**src/rtl/tristate_io_bank.sv**
```systemverilog
// tristate_io_bank
//   Bank of WIDTH tristate channels sitting between user logic and the
//   OBUFT/IOBUF primitives. Each channel runs a small direction FSM that holds
//   the pad in Hi-Z for TURNAROUND cycles before driving, so the far end has
//   time to let go of the line. Release is immediate. An optional open-drain
//   mode only ever pulls low. Pad readback is synchronised. A sticky per-channel
//   error flags a driven value that the pad does not show once the readback
//   has had time to settle.
//
//   Ports
//     clk          clock, rising edge
//     rst          synchronous active-high reset
//     dir_req      per channel: 1 = request drive, 0 = release to Hi-Z
//     out_data     per channel data to drive
//     err_clr      per channel clear of the sticky drive_err bit
//     pad_i        pad readback (IOBUF O)
//     pad_o        primitive I input
//     pad_t        primitive T input, 1 = Hi-Z
//     in_data      pad_i after SYNC_STAGES flops
//     drive_active channel is in DRIVE
//     busy         channel is in WAIT (turnaround)
//     drive_err    sticky: driven value not seen on the pad
//
//   state | meaning
//   IDLE  | pad released (Hi-Z), waiting for dir_req
//   WAIT  | drive requested, pad still Hi-Z while cnt runs down
//   DRIVE | pad driven from out_data
module tristate_io_bank #(
   parameter int WIDTH       = 4,
   parameter int TURNAROUND  = 2,
   parameter int SYNC_STAGES = 2,
   parameter int OPEN_DRAIN  = 0
) (
   input  logic             clk,
   input  logic             rst,
   input  logic [WIDTH-1:0] dir_req,
   input  logic [WIDTH-1:0] out_data,
   input  logic [WIDTH-1:0] err_clr,
   input  logic [WIDTH-1:0] pad_i,
   output logic [WIDTH-1:0] pad_o,
   output logic [WIDTH-1:0] pad_t,
   output logic [WIDTH-1:0] in_data,
   output logic [WIDTH-1:0] drive_active,
   output logic [WIDTH-1:0] busy,
   output logic [WIDTH-1:0] drive_err
);

   // A zero turnaround still needs a legal (unused) counter width.
   localparam int CNT_W    = (TURNAROUND > 0) ? $clog2(TURNAROUND + 1) : 1;
   localparam int STAB_MAX = SYNC_STAGES + 1;
   localparam int STAB_W   = $clog2(STAB_MAX + 1);

   typedef enum logic [1:0] {
      IDLE  = 2'd0,
      WAIT  = 2'd1,
      DRIVE = 2'd2
   } state_t;

   state_t           state_q [WIDTH];
   state_t           state_d [WIDTH];
   logic [CNT_W-1:0] cnt_q   [WIDTH];
   logic [CNT_W-1:0] cnt_d   [WIDTH];

   logic [WIDTH-1:0] next_drive;
   logic [WIDTH-1:0] next_wait;
   logic [WIDTH-1:0] pad_o_nxt;
   logic [WIDTH-1:0] pad_t_nxt;
   logic [WIDTH-1:0] exp_val;
   logic [WIDTH-1:0] err_set;

   logic [WIDTH-1:0]  sync_q [SYNC_STAGES];
   logic [STAB_W-1:0] stab_q [WIDTH];

   // ---------------- direction FSMs ----------------
   always_ff @(posedge clk) begin
      if (rst) begin
         for (int i = 0; i < WIDTH; i++) begin
            state_q[i] <= IDLE;
            cnt_q[i]   <= '0;
         end
      end else begin
         for (int i = 0; i < WIDTH; i++) begin
            state_q[i] <= state_d[i];
            cnt_q[i]   <= cnt_d[i];
         end
      end
   end

   always_comb begin
      for (int i = 0; i < WIDTH; i++) begin
         state_d[i] = state_q[i];
         cnt_d[i]   = cnt_q[i];
         case (state_q[i])
            IDLE: begin
               if (dir_req[i]) begin
                  if (TURNAROUND == 0) begin
                     state_d[i] = DRIVE;
                  end else begin
                     state_d[i] = WAIT;
                     cnt_d[i]   = CNT_W'(TURNAROUND);
                  end
               end
            end
            WAIT: begin
               if (!dir_req[i]) begin
                  state_d[i] = IDLE;
               end else if (cnt_q[i] == CNT_W'(1)) begin
                  state_d[i] = DRIVE;
               end else begin
                  cnt_d[i] = cnt_q[i] - CNT_W'(1);
               end
            end
            DRIVE: begin
               if (!dir_req[i]) begin
                  state_d[i] = IDLE;
               end
            end
            default: state_d[i] = IDLE;
         endcase
      end
   end

   // ---------------- registered pad controls ----------------
   always_comb begin
      next_drive = '0;
      next_wait  = '0;
      for (int i = 0; i < WIDTH; i++) begin
         next_drive[i] = (state_d[i] == DRIVE);
         next_wait[i]  = (state_d[i] == WAIT);
      end
      if (OPEN_DRAIN != 0) begin
         // A '1' in open-drain is expressed by releasing the line.
         pad_o_nxt = '0;
         pad_t_nxt = ~next_drive | out_data;
         exp_val   = '0;
      end else begin
         pad_o_nxt = out_data;
         pad_t_nxt = ~next_drive;
         exp_val   = pad_o;
      end
   end

   always_ff @(posedge clk) begin
      if (rst) begin
         pad_o        <= '0;
         pad_t        <= '1;
         drive_active <= '0;
         busy         <= '0;
      end else begin
         pad_o        <= pad_o_nxt;
         pad_t        <= pad_t_nxt;
         drive_active <= next_drive;
         busy         <= next_wait;
      end
   end

   // ---------------- readback synchroniser ----------------
   always_ff @(posedge clk) begin
      if (rst) begin
         for (int s = 0; s < SYNC_STAGES; s++) begin
            sync_q[s] <= '0;
         end
      end else begin
         sync_q[0] <= pad_i;
         for (int s = 1; s < SYNC_STAGES; s++) begin
            sync_q[s] <= sync_q[s-1];
         end
      end
   end

   assign in_data = sync_q[SYNC_STAGES-1];

   // ---------------- drive error detection ----------------
   // The stability count only saturates once the driven value has been
   // held long enough to have crossed the whole synchroniser, so a
   // mismatch at saturation is a real conflict on the pad.
   always_comb begin
      err_set = '0;
      for (int i = 0; i < WIDTH; i++) begin
         err_set[i] = (stab_q[i] == STAB_W'(STAB_MAX)) && !pad_t[i] &&
                      (in_data[i] != exp_val[i]);
      end
   end

   always_ff @(posedge clk) begin
      if (rst) begin
         for (int i = 0; i < WIDTH; i++) begin
            stab_q[i] <= '0;
         end
         drive_err <= '0;
      end else begin
         for (int i = 0; i < WIDTH; i++) begin
            if (pad_t[i] || (pad_o_nxt[i] != pad_o[i])) begin
               stab_q[i] <= '0;
            end else if (stab_q[i] != STAB_W'(STAB_MAX)) begin
               stab_q[i] <= stab_q[i] + STAB_W'(1);
            end
         end
         // A set on the same edge as a clear must not be lost.
         drive_err <= err_set | (drive_err & ~err_clr);
      end
   end

endmodule

```
**config.mk**
```make
export PLATFORM = sky130hd
export DESIGN_NAME = tristate_io_bank
export DESIGN_NICKNAME = d
export VERILOG_FILES = /design/src/rtl/tristate_io_bank.sv
export SDC_FILE = /design/constraint.sdc
export NUM_CORES = 1
export LEC_CHECK = 0
export ABC_AREA = 1
export CORE_AREA = 2 2 69 71
export DETAILED_ROUTE_END_ITERATION = 8
export DIE_AREA = 0 0 71 73
export PLACE_DENSITY = 0.75
export SYNTH_ARGS = -nofsm -noshare
export SYNTH_HDL_FRONTEND = slang
export SYNTH_SLANG_ARGS = --single-unit
```
**constraint.sdc**
```tcl
create_clock -name clk -period 1.4 [get_ports clk]
set_clock_uncertainty 0.15 [all_clocks]
set_input_delay 0.14 -clock clk [delete_from_list [all_inputs] [get_ports clk]]
set_output_delay 0.14 -clock clk [all_outputs]
set_load 0.05 [all_outputs]
```
Yosys cells after proc, flatten, opt, wreduce, memory -nomap -nowiden
Memories as Yosys holds them, arrays and structs flattened.
Index checks and enable logic that the tools add are counted.
Operators by class
  bitwise gates (word level): 22
  muxes and demuxes: 85
  $add $sub $neg: 8
  equality and inequality tests: 36
  reduce and logical (&&, ||, !) cells: 20
Operator list (count)
  2-to-1 mux 2 bit: 44
  2-to-1 mux 1 bit: 31
  equality test 2 x 1 -> 1 bit, second input constant: 12
  equality test 2 bit, second input constant: 12
  one-hot mux 2 bit (3 select lines): 4
  bitwise OR 1 bit: 18
  one-hot mux 2 bit (2 select lines): 4
  adder 2 x 1 -> 2 bit, second input constant: 4
  logical AND 1 bit: 8
  logical NOT 2 bit: 4
  2-to-1 mux 4 bit: 2
  != test 1 bit: 8
  != test 2 bit, second input constant: 4
  inverter 4 bit: 2
  subtractor 2 x 1 -> 2 bit, second input constant: 4
  AND 4 bit: 1
  logical NOT 1 bit: 4
  logical OR 1 bit: 4
  bitwise OR 4 bit: 1
Storage, ports and cells
  memories: 4
  input bits: 18
  output and inout port bits: 24
  bits in writable memories: 32
  word-level logic and storage cells: 180
  bits in registers: 20
Memories
  cnt_q: depth 4, width 2, rd ports 4, clocked after memory_dff 0, wr ports 4, line 61  | logic [CNT_W-1:0] cnt_q [WIDTH];
  stab_q: depth 4, width 2, rd ports 4, clocked after memory_dff 0, wr ports 4, line 72  | logic [STAB_W-1:0] stab_q [WIDTH];
  state_q: depth 4, width 2, rd ports 4, clocked after memory_dff 0, wr ports 4, line 59  | state_t state_q [WIDTH];
  sync_q: depth 2, width 4, rd ports 2, clocked after memory_dff 0, wr ports 2, line 71  | logic [WIDTH-1:0] sync_q [SYNC_STAGES];

Logic depth before layout (Yosys ltp)
  word-level depth: 7
  gate-level depth with buffers: 7
  depth with buffers taken out: 7

Worst setup path before layout
OpenSTA, ideal clock, no wires.
  path kind: reg2reg
  start point: register pad_o[0]
  end point: memory stab_q[0][0] (netlist name) (enable)
  data required time: 0.981 ns
  buffers on the path: 0
  period minus slack after synthesis: 1.371 ns
  arrival time: 0.952 ns
  library setup time: 0.269 ns
  setup slack: 0.029 ns
  stages on the path, launching flop included: 4
  cell sequence: dfxtp_1 -> inv_1 -> nand2_1 -> nand4_1
RTL lines
  start, declared: line 40  | output logic [WIDTH-1:0] pad_o,
  start signal, assigned: line 150  | pad_o <= pad_o_nxt;
  end, declared: line 72

==> impl_metrics.tcl <==
set metrics [dict create \
    synth_top_family_by_area "simple AND/OR/NAND/NOR gates" \
    numCtsBuffers 5 \
    vias_per_cell 4.62 \
    clkLatencyLatePin_ps 310 \
    grt.overflow.total 0 \
    rr_worst_depth 4 \
    nets 335 \
    final_max_slew_viol_count 0 \
    critPathLaunch "stab_q[1][0]" \
    dpl.hpwl_microns 3000 \
    endpoint_kind "register" \
    yosys.area_share.adder_pct 4.73 \
    antenna_found_initial 0 \
    synth-xor-area-share_pct 0 \
    postRouteAntennaNets 0 \
    place.gp.congestion 0.856 \
    fill_cells 372 \
    setup_viol 0 \
    final_common_cell "nor2_1" \
    ios 42 \
    async_reset_ff_share_pct 0 \
    tightest_slew_ps 249 \
    core-area_sq_um 4540 \
    route.detailed.drc 0 \
    dr.pass1.iters 4 \
    r2r-start "stab_q[1][0]" \
    yosys.area.top_type_share_pct 41.6 \
    synthFlopType "dfxtp_1" \
    startpoint_type "register" \
    finalCriticalPeriod_ps 1320 \
    p_leak_nw 1.33 \
    post-route-period-util_pct 94.6 \
    final_cell_mix "nor2_1 (57), inv_1 (51), nand2_1 (51)" \
    post_drt_wl_per_cell_microns 10.6 \
    ir_worst_vdd_v 0.000450 \
    yosys_warnings 0 \
    netlist_area_sq_um 2120 \
    slew-limit-headroom_pct 83.3 \
    placed_cell_area_sq_um 2830 \
    drv_cap 0 \
    setup_ws_ps 76.1 \
    status "finished, final reports clean" \
    htreeDepth 2 \
    grt_pass1_wl_microns 6420 \
    io_buffer_count 41 \
    yosysTopAreaCell "dfxtp_1" \
    synth_cells 262 \
    vias 1680 \
    synth_area_leaders "dfxtp_1 (42%), edfxtp_1 (11%), nor2_1 (10%)" \
    yosys.area_share.simple_pct 27.0 \
    fin_area_sq_um 2910 \
    synth_cell_types 17 \
    dieArea_sq_um 5180 \
    post-cts-setup-buffers 0 \
    ctsHoldBuffers 0 \
    critical_path.max_fanout 2 \
    powerDensity_nw_per_um2 955 \
    clk_pin_slew_ps 90 \
    start_util_pct 46.7 \
    die_h_microns 73 \
    drt_iter0_drc 79 \
    drive_gt1_share_pct 15.8 \
    grt_usage_pct 15.8 \
    grt_pass1_vias 1550 \
    syn-num-nets 288 \
    rows 25 \
    fp.dieW_microns 71 \
    required_ps 1270 \
    cts_buffer_depth 2 \
    numClockSinks 52 \
    ys_seq_area_share_pct 53.0 \
    synth_compound_area_share_pct 2.90 \
    synthMuxAreaShare_pct 0 \
    area_growth_pct 37.4 \
    synth-edff-count 8 \
    synth_area_per_cell_sq_um 8.08 \
    cts_tree "done" \
    path_class "register to register" \
    routed_wl_microns 3850 \
    holdCritStartpoint "pad_i[3]" \
    ys_seq_elements 52 \
    rsz0062_at_grt "no" \
    dp_worst_setup_slack_ps -106 \
    post_cts_resized 0 \
    clockRootBuffer "clkbuf_8" \
    antenna_cells 0 \
    worstHoldPathCells 3 \
    finalHoldViolations 0 \
    hold_path.class "input port to register" \
    fmax_ghz 0.755 \
    cp.arrival_ps 1190 \
    grt_max_degree 16 \
]
==> layer usage <==
metal,routed length [microns],vias to the layer above,GRT usage (%)
li1,-,888,-
met1,1720,745,18.7
met2,1870,42,27.1
met3,204,5,4.70
met4,54,0,6.29
met5,0,-,0
==> registers in the layout, indices dropped and copies added (netlist names) <==
name,flops
cnt_q,8
drive_active,4
state_q,8
pad_t,4
pad_o,4
busy,4
drive_err,4
sync_q,8
stab_q,8
==> final cells by class <==
cell class | count | area [sq um] | area share [%]
Sequential cell | 52 | 1120 | 38.6
Multi-Input combinational cell | 150 | 733 | 25.2
Timing Repair Buffer | 48 | 703 | 24.2
Inverter | 52 | 200 | 6.88
Clock buffer | 5 | 68.8 | 2.37
Tap cell | 54 | 67.6 | 2.32
Clock inverter | 3 | 13.8 | 0.473
==> critical path: stages (launching register included) <==
cell and delay, ps:
edfxtp_1 410, ha_1 250, inv_1 60, nor2_1 50, nand4_1 110
==> report_power, final <==
group	total (W)	switching [W]	internal, W
clock network	0.000809	0.000469	0.000340
logic	0.000366	0.000190	0.000176
registers	0.00160	0.0000402	0.00156
==> final timing paths <==
path,end,slack (ps)
max reg2reg,stab_q[1][1],80
max,stab_q[1][1],80
min,sync_q[0][3],220
min reg2reg,sync_q[0][4],260
==> stage by stage <==
step | hold slack [ps] | utilization (%) | power, W | TNS, ps | instances
2_1_floorplan | 97.0 | - | 0.00183 | 0 | 262
3_3_place_gp | 239 | 62.3 | 0.00199 | -753 | 356
3_5_place_dp | 244 | 62.3 | 0.00200 | -2050 | 356
4_1_cts | 209 | 64.1 | 0.00280 | 0 | 364
5_1_grt | 225 | 64.1 | 0.00291 | 0 | 364
6_report | 216 | 64.1 | 0.00278 | 0 | 364
==> cells by family after synthesis <==
kind of cell,count (synthesis)
flops,52
simple gates,132
buf+inv,60
compound gates,10
fa+ha+maj,8
==> cells in the mapped netlist (3+ instances only) <==
cell type	n
nand3_1	6
nand4_1	10
edfxtp_1	8
a21oi_1	7
inv_1	51
a21oi_2	3
nor2_1	57
ha_1	8
nand3_2	6
buf_4	4
dfxtp_1	44
nand2_1	51
Note: power is estimated with default switching activity, not from simulation.
